**src/rtl/lsu_mem_port_if.sv**
```systemverilog
// Pipeline-side request/response and memory-side bus of the load/store port.
// The slave modport is the port's view; master is the surrounding environment.
interface lsu_mem_port_if;
  logic        req_valid;
  logic        req_ready;
  logic        req_wen;
  logic [63:0] req_addr;
  logic [63:0] req_wdata;
  logic [1:0]  req_wdt;
  logic        req_sext;
  logic        resp_valid;
  logic [63:0] resp_rdata;
  logic        resp_err;
  logic        mem_valid;
  logic        mem_ready;
  logic        mem_wen;
  logic [63:0] mem_addr;
  logic [63:0] mem_wdata;
  logic [7:0]  mem_wmask;
  logic        mem_rvalid;
  logic [63:0] mem_rdata;

  modport slave (
    input  req_valid, req_wen, req_addr, req_wdata, req_wdt, req_sext,
    output req_ready, resp_valid, resp_rdata, resp_err,
    output mem_valid, mem_wen, mem_addr, mem_wdata, mem_wmask,
    input  mem_ready, mem_rvalid, mem_rdata
  );

  modport master (
    output req_valid, req_wen, req_addr, req_wdata, req_wdt, req_sext,
    input  req_ready, resp_valid, resp_rdata, resp_err,
    input  mem_valid, mem_wen, mem_addr, mem_wdata, mem_wmask,
    output mem_ready, mem_rvalid, mem_rdata
  );
endinterface

```
**src/rtl/lsu_mem_port.sv**
```systemverilog
// Single-outstanding load/store port: aligns stores onto byte lanes, extracts and
// extends load data, flags misaligned accesses and memory response timeouts.
module lsu_mem_port #(
  parameter int unsigned TIMEOUT = 255
) (
  input  logic           clk,
  input  logic           rst_n,
  lsu_mem_port_if.slave  bus
);

  localparam logic [1:0] S_IDLE = 2'd0;
  localparam logic [1:0] S_REQ  = 2'd1;
  localparam logic [1:0] S_WAIT = 2'd2;
  localparam logic [1:0] S_RESP = 2'd3;
  localparam logic [9:0] TO_LIMIT = 10'(TIMEOUT);

  logic [1:0]  state_q, state_d;
  logic        wen_q, wen_d;
  logic [63:0] addr_q, addr_d;
  logic [63:0] wdata_q, wdata_d;
  logic [1:0]  wdt_q, wdt_d;
  logic        sext_q, sext_d;
  logic        err_q, err_d;
  logic [9:0]  cnt_q, cnt_d;
  logic [63:0] data_q, data_d;

  logic        aligned;
  logic [7:0]  base_mask;
  logic [63:0] lane;
  logic [63:0] ext;
  logic        mem_valid;
  logic        resp_valid;

  always_comb begin
    aligned = 1'b1;
    case (bus.req_wdt)
      2'b01:   aligned = (bus.req_addr[0] == 1'b0);
      2'b10:   aligned = (bus.req_addr[1:0] == 2'b00);
      2'b11:   aligned = (bus.req_addr[2:0] == 3'b000);
      default: aligned = 1'b1;
    endcase
  end

  always_comb begin
    state_d = state_q;
    wen_d   = wen_q;
    addr_d  = addr_q;
    wdata_d = wdata_q;
    wdt_d   = wdt_q;
    sext_d  = sext_q;
    err_d   = err_q;
    cnt_d   = cnt_q;
    data_d  = data_q;
    case (state_q)
      S_IDLE: begin
        if (bus.req_valid) begin
          wen_d   = bus.req_wen;
          addr_d  = bus.req_addr;
          wdata_d = bus.req_wdata;
          wdt_d   = bus.req_wdt;
          sext_d  = bus.req_sext;
          err_d   = ~aligned;
          data_d  = '0;
          state_d = aligned ? S_REQ : S_RESP;
        end
      end
      S_REQ: begin
        if (bus.mem_ready) begin
          cnt_d   = '0;
          state_d = S_WAIT;
        end
      end
      S_WAIT: begin
        cnt_d = cnt_q + 10'd1;
        // A completion in the final counted cycle takes priority over the timeout.
        if (bus.mem_rvalid) begin
          data_d  = bus.mem_rdata;
          state_d = S_RESP;
        end else if (cnt_q + 10'd1 == TO_LIMIT) begin
          err_d   = 1'b1;
          state_d = S_RESP;
        end
      end
      default: begin
        err_d   = 1'b0;
        state_d = S_IDLE;
      end
    endcase
  end

  always_ff @(posedge clk or negedge rst_n) begin
    if (!rst_n) begin
      state_q <= S_IDLE;
      wen_q   <= 1'b0;
      addr_q  <= '0;
      wdata_q <= '0;
      wdt_q   <= '0;
      sext_q  <= 1'b0;
      err_q   <= 1'b0;
      cnt_q   <= '0;
      data_q  <= '0;
    end else begin
      state_q <= state_d;
      wen_q   <= wen_d;
      addr_q  <= addr_d;
      wdata_q <= wdata_d;
      wdt_q   <= wdt_d;
      sext_q  <= sext_d;
      err_q   <= err_d;
      cnt_q   <= cnt_d;
      data_q  <= data_d;
    end
  end

  always_comb begin
    lane = data_q >> {addr_q[2:0], 3'b000};
    case (wdt_q)
      2'b00:   ext = sext_q ? {{56{lane[7]}},  lane[7:0]}  : {56'd0, lane[7:0]};
      2'b01:   ext = sext_q ? {{48{lane[15]}}, lane[15:0]} : {48'd0, lane[15:0]};
      2'b10:   ext = sext_q ? {{32{lane[31]}}, lane[31:0]} : {32'd0, lane[31:0]};
      default: ext = lane;
    endcase
    case (wdt_q)
      2'b00:   base_mask = 8'h01;
      2'b01:   base_mask = 8'h03;
      2'b10:   base_mask = 8'h0F;
      default: base_mask = 8'hFF;
    endcase
  end

  assign mem_valid  = (state_q == S_REQ);
  assign resp_valid = (state_q == S_RESP);

  assign bus.req_ready  = rst_n && (state_q == S_IDLE);
  assign bus.mem_valid  = mem_valid;
  assign bus.mem_wen    = mem_valid & wen_q;
  assign bus.mem_addr   = mem_valid ? {addr_q[63:3], 3'b000} : '0;
  assign bus.mem_wdata  = mem_valid ? (wdata_q << {addr_q[2:0], 3'b000}) : '0;
  assign bus.mem_wmask  = mem_valid ? (base_mask << addr_q[2:0]) : '0;
  assign bus.resp_valid = resp_valid;
  assign bus.resp_err   = resp_valid & err_q;
  assign bus.resp_rdata = (resp_valid && !err_q && !wen_q) ? ext : '0;

endmodule
```
**src/flat_wrapper.sv**
```systemverilog
// flat-port wrapper written by rule: the top's interface ports become plain ports
module lsu_mem_port_flat 
#(
  parameter int unsigned TIMEOUT = 255
)
  (clk, rst_n, bus_req_valid, bus_req_wen, bus_req_addr, bus_req_wdata, bus_req_wdt, bus_req_sext, bus_req_ready, bus_resp_valid, bus_resp_rdata, bus_resp_err, bus_mem_valid, bus_mem_wen, bus_mem_addr, bus_mem_wdata, bus_mem_wmask, bus_mem_ready, bus_mem_rvalid, bus_mem_rdata);
  lsu_mem_port_if bus_i ();
  input  logic clk;
  input  logic rst_n;
  input wire logic [$bits(bus_i.req_valid)-1:0] bus_req_valid;
  input wire logic [$bits(bus_i.req_wen)-1:0] bus_req_wen;
  input wire logic [$bits(bus_i.req_addr)-1:0] bus_req_addr;
  input wire logic [$bits(bus_i.req_wdata)-1:0] bus_req_wdata;
  input wire logic [$bits(bus_i.req_wdt)-1:0] bus_req_wdt;
  input wire logic [$bits(bus_i.req_sext)-1:0] bus_req_sext;
  output wire logic [$bits(bus_i.req_ready)-1:0] bus_req_ready;
  output wire logic [$bits(bus_i.resp_valid)-1:0] bus_resp_valid;
  output wire logic [$bits(bus_i.resp_rdata)-1:0] bus_resp_rdata;
  output wire logic [$bits(bus_i.resp_err)-1:0] bus_resp_err;
  output wire logic [$bits(bus_i.mem_valid)-1:0] bus_mem_valid;
  output wire logic [$bits(bus_i.mem_wen)-1:0] bus_mem_wen;
  output wire logic [$bits(bus_i.mem_addr)-1:0] bus_mem_addr;
  output wire logic [$bits(bus_i.mem_wdata)-1:0] bus_mem_wdata;
  output wire logic [$bits(bus_i.mem_wmask)-1:0] bus_mem_wmask;
  input wire logic [$bits(bus_i.mem_ready)-1:0] bus_mem_ready;
  input wire logic [$bits(bus_i.mem_rvalid)-1:0] bus_mem_rvalid;
  input wire logic [$bits(bus_i.mem_rdata)-1:0] bus_mem_rdata;
  assign bus_i.req_valid = bus_req_valid;
  assign bus_i.req_wen = bus_req_wen;
  assign bus_i.req_addr = bus_req_addr;
  assign bus_i.req_wdata = bus_req_wdata;
  assign bus_i.req_wdt = bus_req_wdt;
  assign bus_i.req_sext = bus_req_sext;
  assign bus_req_ready = bus_i.req_ready;
  assign bus_resp_valid = bus_i.resp_valid;
  assign bus_resp_rdata = bus_i.resp_rdata;
  assign bus_resp_err = bus_i.resp_err;
  assign bus_mem_valid = bus_i.mem_valid;
  assign bus_mem_wen = bus_i.mem_wen;
  assign bus_mem_addr = bus_i.mem_addr;
  assign bus_mem_wdata = bus_i.mem_wdata;
  assign bus_mem_wmask = bus_i.mem_wmask;
  assign bus_i.mem_ready = bus_mem_ready;
  assign bus_i.mem_rvalid = bus_mem_rvalid;
  assign bus_i.mem_rdata = bus_mem_rdata;
  lsu_mem_port #(.TIMEOUT(TIMEOUT)) u_core (.clk(clk), .rst_n(rst_n), .bus(bus_i));
endmodule
```
**config.mk**
```make
export PLATFORM = sky130hd
export DESIGN_NAME = lsu_mem_port_flat
export DESIGN_NICKNAME = d
export VERILOG_FILES = /design/src/rtl/lsu_mem_port_if.sv /design/src/rtl/lsu_mem_port.sv /design/src/flat_wrapper.sv
export SDC_FILE = /design/constraint.sdc
export NUM_CORES = 1
export LEC_CHECK = 0
export ABC_AREA = 1
export CAP_MARGIN = 30
export CORE_AREA = 2 2 213 215
export DETAILED_ROUTE_END_ITERATION = 10
export DIE_AREA = 0 0 215 217
export GPL_TIMING_DRIVEN = 0
export HOLD_SLACK_MARGIN = 0.15
export PLACE_DENSITY = 0.64
export SYNTH_ARGS = -nofsm -noshare
export SYNTH_HDL_FRONTEND = slang
export SYNTH_SLANG_ARGS = --single-unit
export TNS_END_PERCENT = 1
```
**constraint.sdc**
```tcl
create_clock -name clk -period 3.4 [get_ports clk]
set_input_delay 0.68 -clock clk [delete_from_list [all_inputs] [get_ports clk]]
set_output_delay 0.68 -clock clk [all_outputs]
set_load 0.005 [all_outputs]
```
; Word-level counts from Yosys, hierarchy flattened
; Index checks and enable logic that the tools add are counted.
[op_classes]
addsub = 1
n_eq_ne = 15
shifts = 3
mux = 25
bitwise = 5
reduce_logical = 16
[op_table]
columns = op, count
row1 = $mux 64, 8
row2 = $pmux 64 s3, 1
row3 = $pmux 64 s2, 1
row4 = $shl 64x6->64, 1
row5 = $shr 64x6->64, 1
row6 = $pmux 8 s3, 1
row7 = $pmux 10 s2, 1
row8 = $add 10x1->10 const B, 1
row9 = $eq 10x8->1 const B, 1
row10 = $eq 2x2->1 const B, 5
row11 = $mux 10, 1
row12 = $mux 2, 5
row13 = $mux 8, 1
row14 = $ne 2x2->1 const B, 4
row15 = $shl 8x3->8, 1
row16 = $eq 2x1->1 const B, 3
row17 = $logic_not 2->1, 3
row18 = $pmux 1 s3, 2
row19 = $pmux 2 s3, 1
row20 = $reduce_and 3->1, 2
row21 = $reduce_and 2->1, 2
row22 = $reduce_and 4->1, 1
row23 = $reduce_bool 2->1, 2
row24 = $logic_and 1x1->1, 3
row25 = other kinds (7), 13
[totals]
register_bits = 209
input_bits = 201
output_inout_bits = 205

; Depth between registers and ports, before layout
; Gate-level depths: netlist (run 1).
[logic_depth]
depth_word = 5
ltp_mapped = 13

; Worst setup path after synthesis (run 1)
; No wires, ideal clock.
[synth_timing]
kind = flip-flop to output port
startpoint = register u_core.state_q[0]
endpoint = output port bus_resp_rdata[32]
t_arrival_ns = 1.640
slack_ns = 1.080
stages_incl_launch_ff = 7
path_cell_list = dfrtp_1 -> ha_1 -> inv_1 -> nor3_1 -> inv_1 -> clkbuf_1 -> nor3_1
[synth_via]
elab_chain_cells = 4
[synth_lines]
columns = item, line
row1 = start: declaration, lsu_mem_port.sv:17  ; logic [1:0] state_q, state_d;
row2 = start signal: assignment, lsu_mem_port.sv:103  ; state_q <= state_d;
row3 = $eq 2x2->1, lsu_mem_port.sv:132  ; assign resp_valid = (state_q == S_RESP);
row4 = net bus_resp_valid, flat_wrapper.sv:17  ; output wire logic [$bits(bus_i.resp_valid)-1:0] bus_resp_valid;
row5 = $logic_and 1x1->1 (2 in a row), lsu_mem_port.sv:142  ; assign bus.resp_rdata = (resp_valid && !err_q && !wen_q) ? ext : '0;
row6 = $mux 64, lsu_mem_port.sv:142
row7 = end: declaration, flat_wrapper.sv:18  ; output wire logic [$bits(bus_i.resp_rdata)-1:0] bus_resp_rdata;
; The timed path passes the listed nets, and every way through them passes these cells.

; Worst setup path after layout (run 1)
[layout_timing]
startpoint = register u_core.addr_q[0]
endpoint = output port bus_resp_rdata[10]
[layout_via]
elab_chain_cells = 4
elab_cells_between_ends = 6
cone_classes = 1 x shift / 5 x mux
[layout_lines]
columns = item, line
row1 = start: declaration, lsu_mem_port.sv:19  ; logic [63:0] addr_q, addr_d;
row2 = start signal: assignment, lsu_mem_port.sv:105  ; addr_q <= addr_d;
row3 = $shr 64x6->64 (*), lsu_mem_port.sv:116  ; lane = data_q >> {addr_q[2:0], 3'b000};
row4 = "$mux 64, on equally long branches", "lsu_mem_port.sv:120, lsu_mem_port.sv:118, lsu_mem_port.sv:119"
row5 = $pmux 64 s3 (*), lsu_mem_port.sv:117  ; case (wdt_q)
row6 = $mux 64 (*), lsu_mem_port.sv:142
; Every way passes the cells marked *; elsewhere a longest branch is shown, timed or not.

==> metrics.log, run 1 <==
INFO  metric fp-row-count = slightly below 80
INFO  metric critical-path-slowest-cell = sky130_fd_sc_hd__clkdlybuf4s50_1
INFO  metric critPathLaunchType = flip-flop
INFO  metric via_count = between 10000 and 15000
INFO  metric ir_worst_vdd = between 0.4 and 0.5 mV
INFO  metric synthesis.instances = 1718
INFO  metric critPathBufInv = 6
INFO  metric tritoncts = built
INFO  metric fin_setup_tns = -13.12 ns
INFO  metric combinational_group_share_of_total_power = 0.606
INFO  metric ys_warn_count = 0
INFO  metric route.detailed.drc = 0
INFO  metric clock_sinks = 209
INFO  metric power_per_cell_area = around 950 nW/um^2
INFO  metric timing.final.max_slew_violations = 0
INFO  metric netSwitchingFraction = 0.476
INFO  metric postSynth.topFlopCell = sky130_fd_sc_hd__dfrtp_1
INFO  metric worstPathArrival = 3.01 ns
INFO  metric worstPathMaxFanout = 10
INFO  metric synth_area = ~13000 sq um
INFO  metric n_fill_cell = ~4600
INFO  metric layout_setup_ws = -0.291 ns
INFO  metric path_delay_family = buffers and inverters
INFO  metric fin_total_pwr = around 18 mW
INFO  metric grt_setup_unrepaired = yes
INFO  metric type_of_element_capturing_the_critical_path = primary output
INFO  metric ant_nets = 0
INFO  metric via_count_of_the_first_global_routing_pass = approximately 14000
INFO  metric ys_top_cells_by_count = sky130_fd_sc_hd__nand2_1 (375), sky130_fd_sc_hd__inv_1 (225), sky130_fd_sc_hd__dfrtp_1 (209), sky130_fd_sc_hd__o21ai_0 (182), sky130_fd_sc_hd__nand3_1 (134)
INFO  metric critical_path_cell_sequence = buf_6, buf_12, buf_8, buf_6, buf_6, nand2_1, o211ai_1, o211ai_1, nand3_1, a21oi_1, clkdlybuf4s50_1
INFO  metric setup_viol_count_final = 109
INFO  metric highest_layer = met5
INFO  metric worst_pin_slew = around 1.0 ns
INFO  metric grt_use_total = 0.260
INFO  metric worst_path_largest_cell_delay = 0.56 ns
INFO  metric viasPerCell = about 5.0
INFO  metric detail_route.iter0.violations = roughly 1000
INFO  metric met3WireLength = between 5000 and 6000 microns
INFO  metric drive_gt1_frac = 0.161
INFO  metric tritoncts.num_buffers = 24
INFO  metric skew = 0.00817 ns
INFO  metric die_width = 215 microns
INFO  metric numPortBuffers = 402
INFO  metric failed_checks = setup timing
INFO  metric internal_power = between 9 and 10 mW
INFO  metric netSwitchingPower = 8.73 mW
INFO  metric met2_length = between 20000 and 30000 microns
INFO  metric cts.root.buffer_cell = sky130_fd_sc_hd__clkbuf_16
INFO  metric synth_cell_types = 43
INFO  metric layout_min_cycle_time = ~3.7 ns
INFO  metric seq_power_share = 0.246
INFO  metric postSynth.asyncResetShare = 1.00
INFO  metric m1WireLength = 25900 microns
INFO  metric gp_routability_congestion = slightly above 1
INFO  metric die_y = about 220 microns
INFO  metric max-slew-margin-rel = 0.323
INFO  metric synth.top_cell.area_share = 0.399
INFO  metric core_area = around 45000 sq um
INFO  metric number_of_flops_mapped_to_enable_cells_by_yosys = 0
INFO  metric yosysTopAreaCell = sky130_fd_sc_hd__dfrtp_1
INFO  metric synthesized_area_per_cell = approximately 7.6 sq um
INFO  metric overflow = 0
INFO  metric die-area = 46700 sq um
INFO  metric place.detailed.instances = 2725
INFO  metric routed_len_inst = 22.3 microns
INFO  metric power.leakage = 8.87 nW
INFO  metric clockBufferDepth = 3
INFO  metric report.final.hold_viol_count = 0
INFO  metric critPathRequiredTime = 2.72 ns
INFO  metric layoutNonFillerInstCount = roughly 2800
INFO  metric worst_hold_path_type = primary input to async pin
INFO  metric grt_start_max_net_pins = between 100 and 150
INFO  metric max_freq = ~270 MHz
INFO  metric synth_most_common_cell = sky130_fd_sc_hd__nand2_1
INFO  metric clk_latency = around 0.54 ns
INFO  metric synthToLayoutAreaGrowth = 46.8%
INFO  metric timing.critical_path.mode_cell = sky130_fd_sc_hd__buf_6
INFO  metric holdWs = 0.149 ns
INFO  metric cts.htree.levels = 1
INFO  metric finalCritPeriodShare = 1.09
INFO  metric worst_setup_hold_path_clk_slew = approximately 0.060 ns
INFO  metric grt_antenna_before_repair = 4
INFO  metric routed_wl = 61700 microns
INFO  metric synth.top_cells.by_area = sky130_fd_sc_hd__dfrtp_1 (40%), sky130_fd_sc_hd__nand2_1 (11%), sky130_fd_sc_hd__mux2_2 (9.5%)
INFO  metric timing.setup.critical_path_class = flip-flop to primary output
INFO  metric synth-seq-area-share = 0.399
INFO  metric drt_pre_antenna_iters = 5
INFO  metric floorplan.initialDensity = 0.294
INFO  metric clock_power_share = 0.148
INFO  metric max_cap_viol_count = 0
INFO  metric wire_length_of_the_first_global_routing_pass = approximately 91000 microns
INFO  metric synth_seq_cells = between 200 and 250
INFO  metric dp.final_hpwl = 48800 microns
INFO  metric boundaryPins = between 400 and 500
INFO  metric nNetsFinal = approximately 2400
INFO  metric run_status = finished, violations left
[cells in the final DEF, fill, tap and decap left out, types with 22 or more instances in the layout]
cell and instances:
sky130_fd_sc_hd__a21oi_1 51, sky130_fd_sc_hd__buf_6 22, sky130_fd_sc_hd__clkbuf_1 46, sky130_fd_sc_hd__clkbuf_16 25, sky130_fd_sc_hd__clkdlybuf4s50_1 389, sky130_fd_sc_hd__dfrtp_1 209, sky130_fd_sc_hd__inv_1 225, sky130_fd_sc_hd__mux2_2 111
sky130_fd_sc_hd__nand2_1 370, sky130_fd_sc_hd__nand3_1 132, sky130_fd_sc_hd__nor2_1 106, sky130_fd_sc_hd__nor3_2 29, sky130_fd_sc_hd__o21ai_0 141, sky130_fd_sc_hd__o21ai_1 74, sky130_fd_sc_hd__o21ai_2 22
[cell type report]
| type | instances | area (sq um) | share of cell area |
|---|---|---|---|
| clock buffers | 37 | 731 | 0.0380 |
| repair buffers | 407 | 4100 | 0.213 |
| diodes | 1 | 2.50 | 0.000130 |
| flip-flops and latches | 209 | 5230 | 0.272 |
| inverters | 229 | 866 | 0.0450 |
| well taps | 600 | 751 | 0.0390 |
| plain buffers | 126 | 798 | 0.0415 |
| multi-input cells | 1156 | 6690 | 0.347 |
| clock inverters | 6 | 86.3 | 0.00448 |
[layer usage]
metal,up-vias,track usage
li1,6454,-
met3,127,0.0595
met4,6,0.107
met1,6630,0.335
met2,721,0.422
met5,-,0
[power by group through the flow]
stage	sequential [mW]	clock, mW	combinational, mW
2_1_floorplan	4.12	0	6.00
4_1_cts	4.48	2.78	10.9
3_5_place_dp	4.49	0	10.4
5_1_grt	4.62	2.87	12.0
3_3_place_gp	4.47	0	10.3
6_report	4.52	2.72	11.1
[final timing paths]
path	from	to	slack (ns)	depth (start not counted)
setup / recovery	u_core.addr_q[0]$_DFFE_PN0P_	bus_resp_rdata[10]	-0.29	11
hold / removal	rst_n	u_core.data_q[50]$_DFFE_PN0P_	0.15	1
setup reg to reg	u_core.state_q[0]$_DFFE_PN0P_	u_core.wdata_q[7]$_DFFE_PN0P_	0.47	7
hold reg to reg	u_core.addr_q[51]$_DFFE_PN0P_	u_core.addr_q[51]$_DFFE_PN0P_	0.51	1
max in group asynchronous	rst_n	u_core.data_q[10]$_DFFE_PN0P_	2.12	2
min in group clk	u_core.addr_q[51]$_DFFE_PN0P_	u_core.addr_q[51]$_DFFE_PN0P_	0.51	1
[logic make-up after synthesis]
| group | Yosys count | share of synthesized area |
|---|---|---|
| buffers and inverters | 355 | 0.115 |
| AOI/OAI and AO/OA | 352 | 0.146 |
| xor gates and xnor gates | 1 | 0.000668 |
| adders and majority gates | 6 | 0.00572 |
| muxes | 128 | 0.108 |
| other | 1 | 0.000286 |
| and+or+nand+nor | 666 | 0.225 |
| DFF | 209 | 0.399 |
[registers in the layout, summed over array words and instances, names as in the netlist]
register        flops
u_core.sext_q       1
u_core.wdt_q        2
u_core.state_q      2
u_core.wdata_q     64
u_core.data_q      64
u_core.err_q        1
u_core.wen_q        1
u_core.addr_q      64
u_core.cnt_q       10
[worst reg2reg max path, stage by stage (launching register included)]
cell and delay (ns):
sky130_fd_sc_hd__dfrtp_1 0.40, sky130_fd_sc_hd__inv_1 0.09, sky130_fd_sc_hd__ha_1 0.25, sky130_fd_sc_hd__nand2_1 0.55, sky130_fd_sc_hd__clkbuf_1 0.72, sky130_fd_sc_hd__buf_2 0.40, sky130_fd_sc_hd__buf_2 0.28, sky130_fd_sc_hd__a21oi_1 0.10
[through the flow]
stage	setup slack, ns	area (sq um)	utilization
6_report	-0.291	19300	0.431
4_1_cts	-0.274	19200	0.429
3_5_place_dp	-0.595	18000	0.402
2_1_floorplan	1.08	13100	-
3_3_place_gp	-7.46	17900	0.400
5_1_grt	-0.343	19300	0.431
[repair_timing]
item,4_1_cts,5_1_grt
pin swaps,6,3
hold buffers,0,0
resized for setup,161,41
setup buffers,2,0
setup endpoints to repair,198,144
Power figures use the tool's default switching activity.
==> run 2: changes to the inputs <==
--- a/config.mk
+++ b/config.mk
@@ -6,7 +6,7 @@
 export NUM_CORES = 1
 export LEC_CHECK = 0
 export ABC_AREA = 1
-export CAP_MARGIN = 30
+export CAP_MARGIN = 20
 export CORE_AREA = 2 2 213 215
 export DETAILED_ROUTE_END_ITERATION = 10
 export DIE_AREA = 0 0 215 217
==> run 2 against run 1 <==
Against the previous run:
- the run still ends with setup timing left
- setup slack improved by 0.044 ns
- cell count barely moved
- sequential share of layout area fell by 0.060 points
- clock power barely moved
- combinational power barely moved
- critical path type unchanged
- highest routed layer unchanged
- critical endpoint is now bus_resp_rdata[19]
- final area rose by 0.22%
- largest power group unchanged
- largest cell class unchanged
- critical path depth rose by 1
- clock skew rose by 0.023 ns
- via count rose by 0.55%
- sequential power barely moved
- fmax rose by 1.2%
==> metrics.log, run 2 (same netlist as run 1, synthesis figures left out) <==
INFO  metric dp.final_hpwl = 48900 microns (about the same)
INFO  metric clock_sinks = 209 (unchanged)
INFO  metric max-slew-margin-rel = 0.380 (+0.0567)
INFO  metric run_status = finished, violations left
INFO  metric ir_worst_vdd = 0.525 mV (+17%)
INFO  metric layoutNonFillerInstCount = 2772 (+0.036%)
INFO  metric max_freq = 274 MHz (+1.2%)
INFO  metric worst_r2r_startpoint = u_core.state_q[0]$_DFFE_PN0P_
INFO  metric worstPathArrival = 2.97 ns (-0.04 ns)
INFO  metric type_of_element_capturing_the_critical_path = primary output
INFO  metric fp-row-count = 78 (unchanged)
INFO  metric worst_setup_hold_path_clk_slew = 0.06 ns (about the same)
INFO  metric n_fill_cell = 4592 (-1.1%)
INFO  metric core_area = 44700 sq um (unchanged)
INFO  metric r2r_slack = 0.47 ns (about the same)
INFO  metric synthToLayoutAreaGrowth = 47.1%
INFO  metric boundaryPins = 406 (unchanged)
INFO  metric route.detailed.drc = 0 (unchanged)
INFO  metric fin_total_pwr = 18.4 mW (about the same)
INFO  metric timing.final.max_slew_violations = 0 (unchanged)
INFO  metric total_area_of_multi_input_combinational_cells = 6710 sq um (+0.28%)
INFO  metric cts.root.buffer_cell = sky130_fd_sc_hd__clkbuf_16
INFO  metric viasPerCell = 5.06 (+0.51%)
INFO  metric report.final.hold_viol_count = 0 (unchanged)
INFO  metric power.leakage = 8.96 nW (+1.1%)
INFO  metric drt_pre_antenna_iters = 5 (unchanged)
INFO  metric ant_nets = 0 (unchanged)
INFO  metric cts.htree.levels = 1 (unchanged)
INFO  metric setup_viol_count_final = 116 (+6.4%)
INFO  metric cts_hold_buf = 0 (unchanged)
INFO  metric grt_start_max_net_pins = 116 (unchanged)
INFO  metric grt_setup_unrepaired = yes
INFO  metric worst_pin_slew = 0.930 ns (-0.0851 ns)
INFO  metric gp_routability_congestion = 1.02 (unchanged)
INFO  metric finalCritPeriodShare = 1.07 (-0.0130)
INFO  metric layout_setup_ws = -0.246 ns (+0.0443 ns)
INFO  metric clk_latency = 0.56 ns (+0.02 ns)
INFO  metric sequential_cell_area = 5230 sq um (unchanged)
INFO  metric tritoncts.num_buffers = 26 (+8.3%)
INFO  metric wire_length_of_the_first_global_routing_pass = 90100 microns (-0.73%)
INFO  metric dp_slack = -0.626 ns (-0.0313 ns)
INFO  metric layout_top_registers = u_core.addr_q: 64 flops, u_core.data_q: 64 flops, u_core.wdata_q: 64 flops
INFO  metric max_cap_viol_count = 0 (unchanged)
INFO  metric grt_antenna_before_repair = 6 (+2)
INFO  metric worst_hold_path_type = primary input to async pin
INFO  metric critPathLaunchType = flip-flop
INFO  metric layout.cells.most_common_list = sky130_fd_sc_hd__clkdlybuf4s50_1 (382), sky130_fd_sc_hd__nand2_1 (369), sky130_fd_sc_hd__inv_1 (225), sky130_fd_sc_hd__dfrtp_1 (209), sky130_fd_sc_hd__o21ai_0 (137)
INFO  metric numPortBuffers = 402 (unchanged)
INFO  metric rr_endpoint = u_core.wdata_q[7]$_DFFE_PN0P_
INFO  metric die_width = 215 microns (unchanged)
INFO  metric critPathRequiredTime = 2.72 ns (about the same)
INFO  metric worstPathMaxFanout = 10 (unchanged)
INFO  metric via_count_of_the_first_global_routing_pass = 14000 (-1.2%)
INFO  metric drive_gt1_frac = 0.163 (+0.00184)
INFO  metric place.detailed.instances = 2725 (unchanged)
INFO  metric timing.reg2reg.worst_path_depth = 7 (unchanged)
INFO  metric timing.setup.critical_path_class = flip-flop to primary output
INFO  metric layout_min_cycle_time = 3.65 ns (-0.0443 ns)
INFO  metric clockBufferDepth = 3 (unchanged)
INFO  metric power_per_cell_area = 952 nW/um^2 (-0.16%)
INFO  metric routed_wl = 61700 microns (about the same)
INFO  metric detail_route.iter0.violations = 1095 (+8.8%)
INFO  metric skew = 0.0315 ns (+0.0233 ns)
INFO  metric postLayoutCoreUtil = 0.432 (+0.000952)
INFO  metric overflow = 0 (unchanged)
INFO  metric nNetsFinal = 2362 (+0.085%)
INFO  metric mostFrequentLayoutCell = sky130_fd_sc_hd__clkdlybuf4s50_1
INFO  metric die_y = 217 microns (unchanged)
INFO  metric via_count = 14000 (+0.55%)
INFO  metric floorplan.initialDensity = 0.294 (unchanged)
INFO  metric tritoncts = built
INFO  metric grt_use_total = 0.258 (-0.00220)
INFO  metric failed_checks = setup timing
INFO  metric routed_len_inst = 22.3 microns (about the same)
INFO  metric die-area = 46700 sq um (unchanged)
## run 2: cell types whose count changed in the layout (fill, tap and decap cells not counted), moves of 3 or more
cell,delta
sky130_fd_sc_hd__o21ai_0,-4
sky130_fd_sc_hd__buf_8,+4
sky130_fd_sc_hd__clkdlybuf4s50_1,-7
sky130_fd_sc_hd__buf_2,-3
sky130_fd_sc_hd__o21ai_1,+4
sky130_fd_sc_hd__mux2i_2,-3
sky130_fd_sc_hd__dlymetal6s2s_1,+5
sky130_fd_sc_hd__buf_6,-4
## run 2: layout make-up
| cell class | instances | area share |
|---|---|---|
| antenna | 2 | 0.000259 |
| buffer | 126 | 0.0418 |
| clock buffer | 35 | 0.0381 |
| clock inverter | 8 | 0.00441 |
| inverter | 229 | 0.0449 |
| multi-input combinational | 1156 | 0.348 |
| sequential | 209 | 0.271 |
| tap | 600 | 0.0389 |
| timing repair buffer | 407 | 0.213 |
## run 2: worst max path at each step
stage / startpoint / slack (ns) / depth (start not counted) / end
2_1_floorplan: u_core.state_q[0]$_DFFE_PN0P_ / 1.08 / 6 / bus_resp_rdata[32]
3_5_place_dp: u_core.state_q[1]$_DFFE_PN0P_ / -0.63 / 6 / bus_mem_wdata[34]
6_report: u_core.addr_q[0]$_DFFE_PN0P_ / -0.25 / 12 / bus_resp_rdata[19]
3_3_place_gp: rst_n / -7.46 / 1 / u_core.wdata_q[27]$_DFFE_PN0P_
4_1_cts: u_core.addr_q[0]$_DFFE_PN0P_ / -0.26 / 10 / bus_mem_wdata[51]
5_1_grt: u_core.addr_q[0]$_DFFE_PN0P_ / -0.36 / 10 / bus_resp_rdata[10]
## run 2: critical path: stages (launching register included)
cell and delay (ns):
sky130_fd_sc_hd__dfrtp_1 0.37, sky130_fd_sc_hd__buf_6 0.15, sky130_fd_sc_hd__buf_12 0.15, sky130_fd_sc_hd__buf_8 0.15, sky130_fd_sc_hd__buf_8 0.16, sky130_fd_sc_hd__o21ai_2 0.24
sky130_fd_sc_hd__nand2_1 0.16, sky130_fd_sc_hd__a21oi_1 0.15, sky130_fd_sc_hd__o21ai_0 0.10, sky130_fd_sc_hd__nand2_1 0.13, sky130_fd_sc_hd__nand2_1 0.08, sky130_fd_sc_hd__inv_1 0.07
sky130_fd_sc_hd__clkdlybuf4s50_1 0.50
## run 2: metal layers
metal  track usage  part of all wire
met3        0.0534             0.088
met2         0.422              0.45
met4        0.0910             0.038
met5             0           0.00065
met1         0.338              0.42
## run 2: timing repair
| item | CTS | global route |
|---|---|---|
| setup buffers | 2 | 0 |
| pin swaps | 8 | 6 |
| endpoints found under the setup margin | 198 | 196 |
| resized for setup | 115 | 119 |
## run 2: per-stage QoR
step	cell area (sq um)	hold WS (ns)	setup TNS (ns)
2_1_floorplan	13100	0.384	0
3_3_place_gp	17900	0.487	-1588.28
3_5_place_dp	18000	0.493	-9.24
4_1_cts	19000	0.171	-25.63
5_1_grt	19300	0.171	-30.59
6_report	19300	0.137	-13.67
## run 2: power breakdown
part	total, mW	internal, mW	switching [mW]
clock	2.70	1.58	1.12
sequential	4.51	3.62	0.891
combinational	11.2	4.41	6.76
total	18.4	9.61	8.77
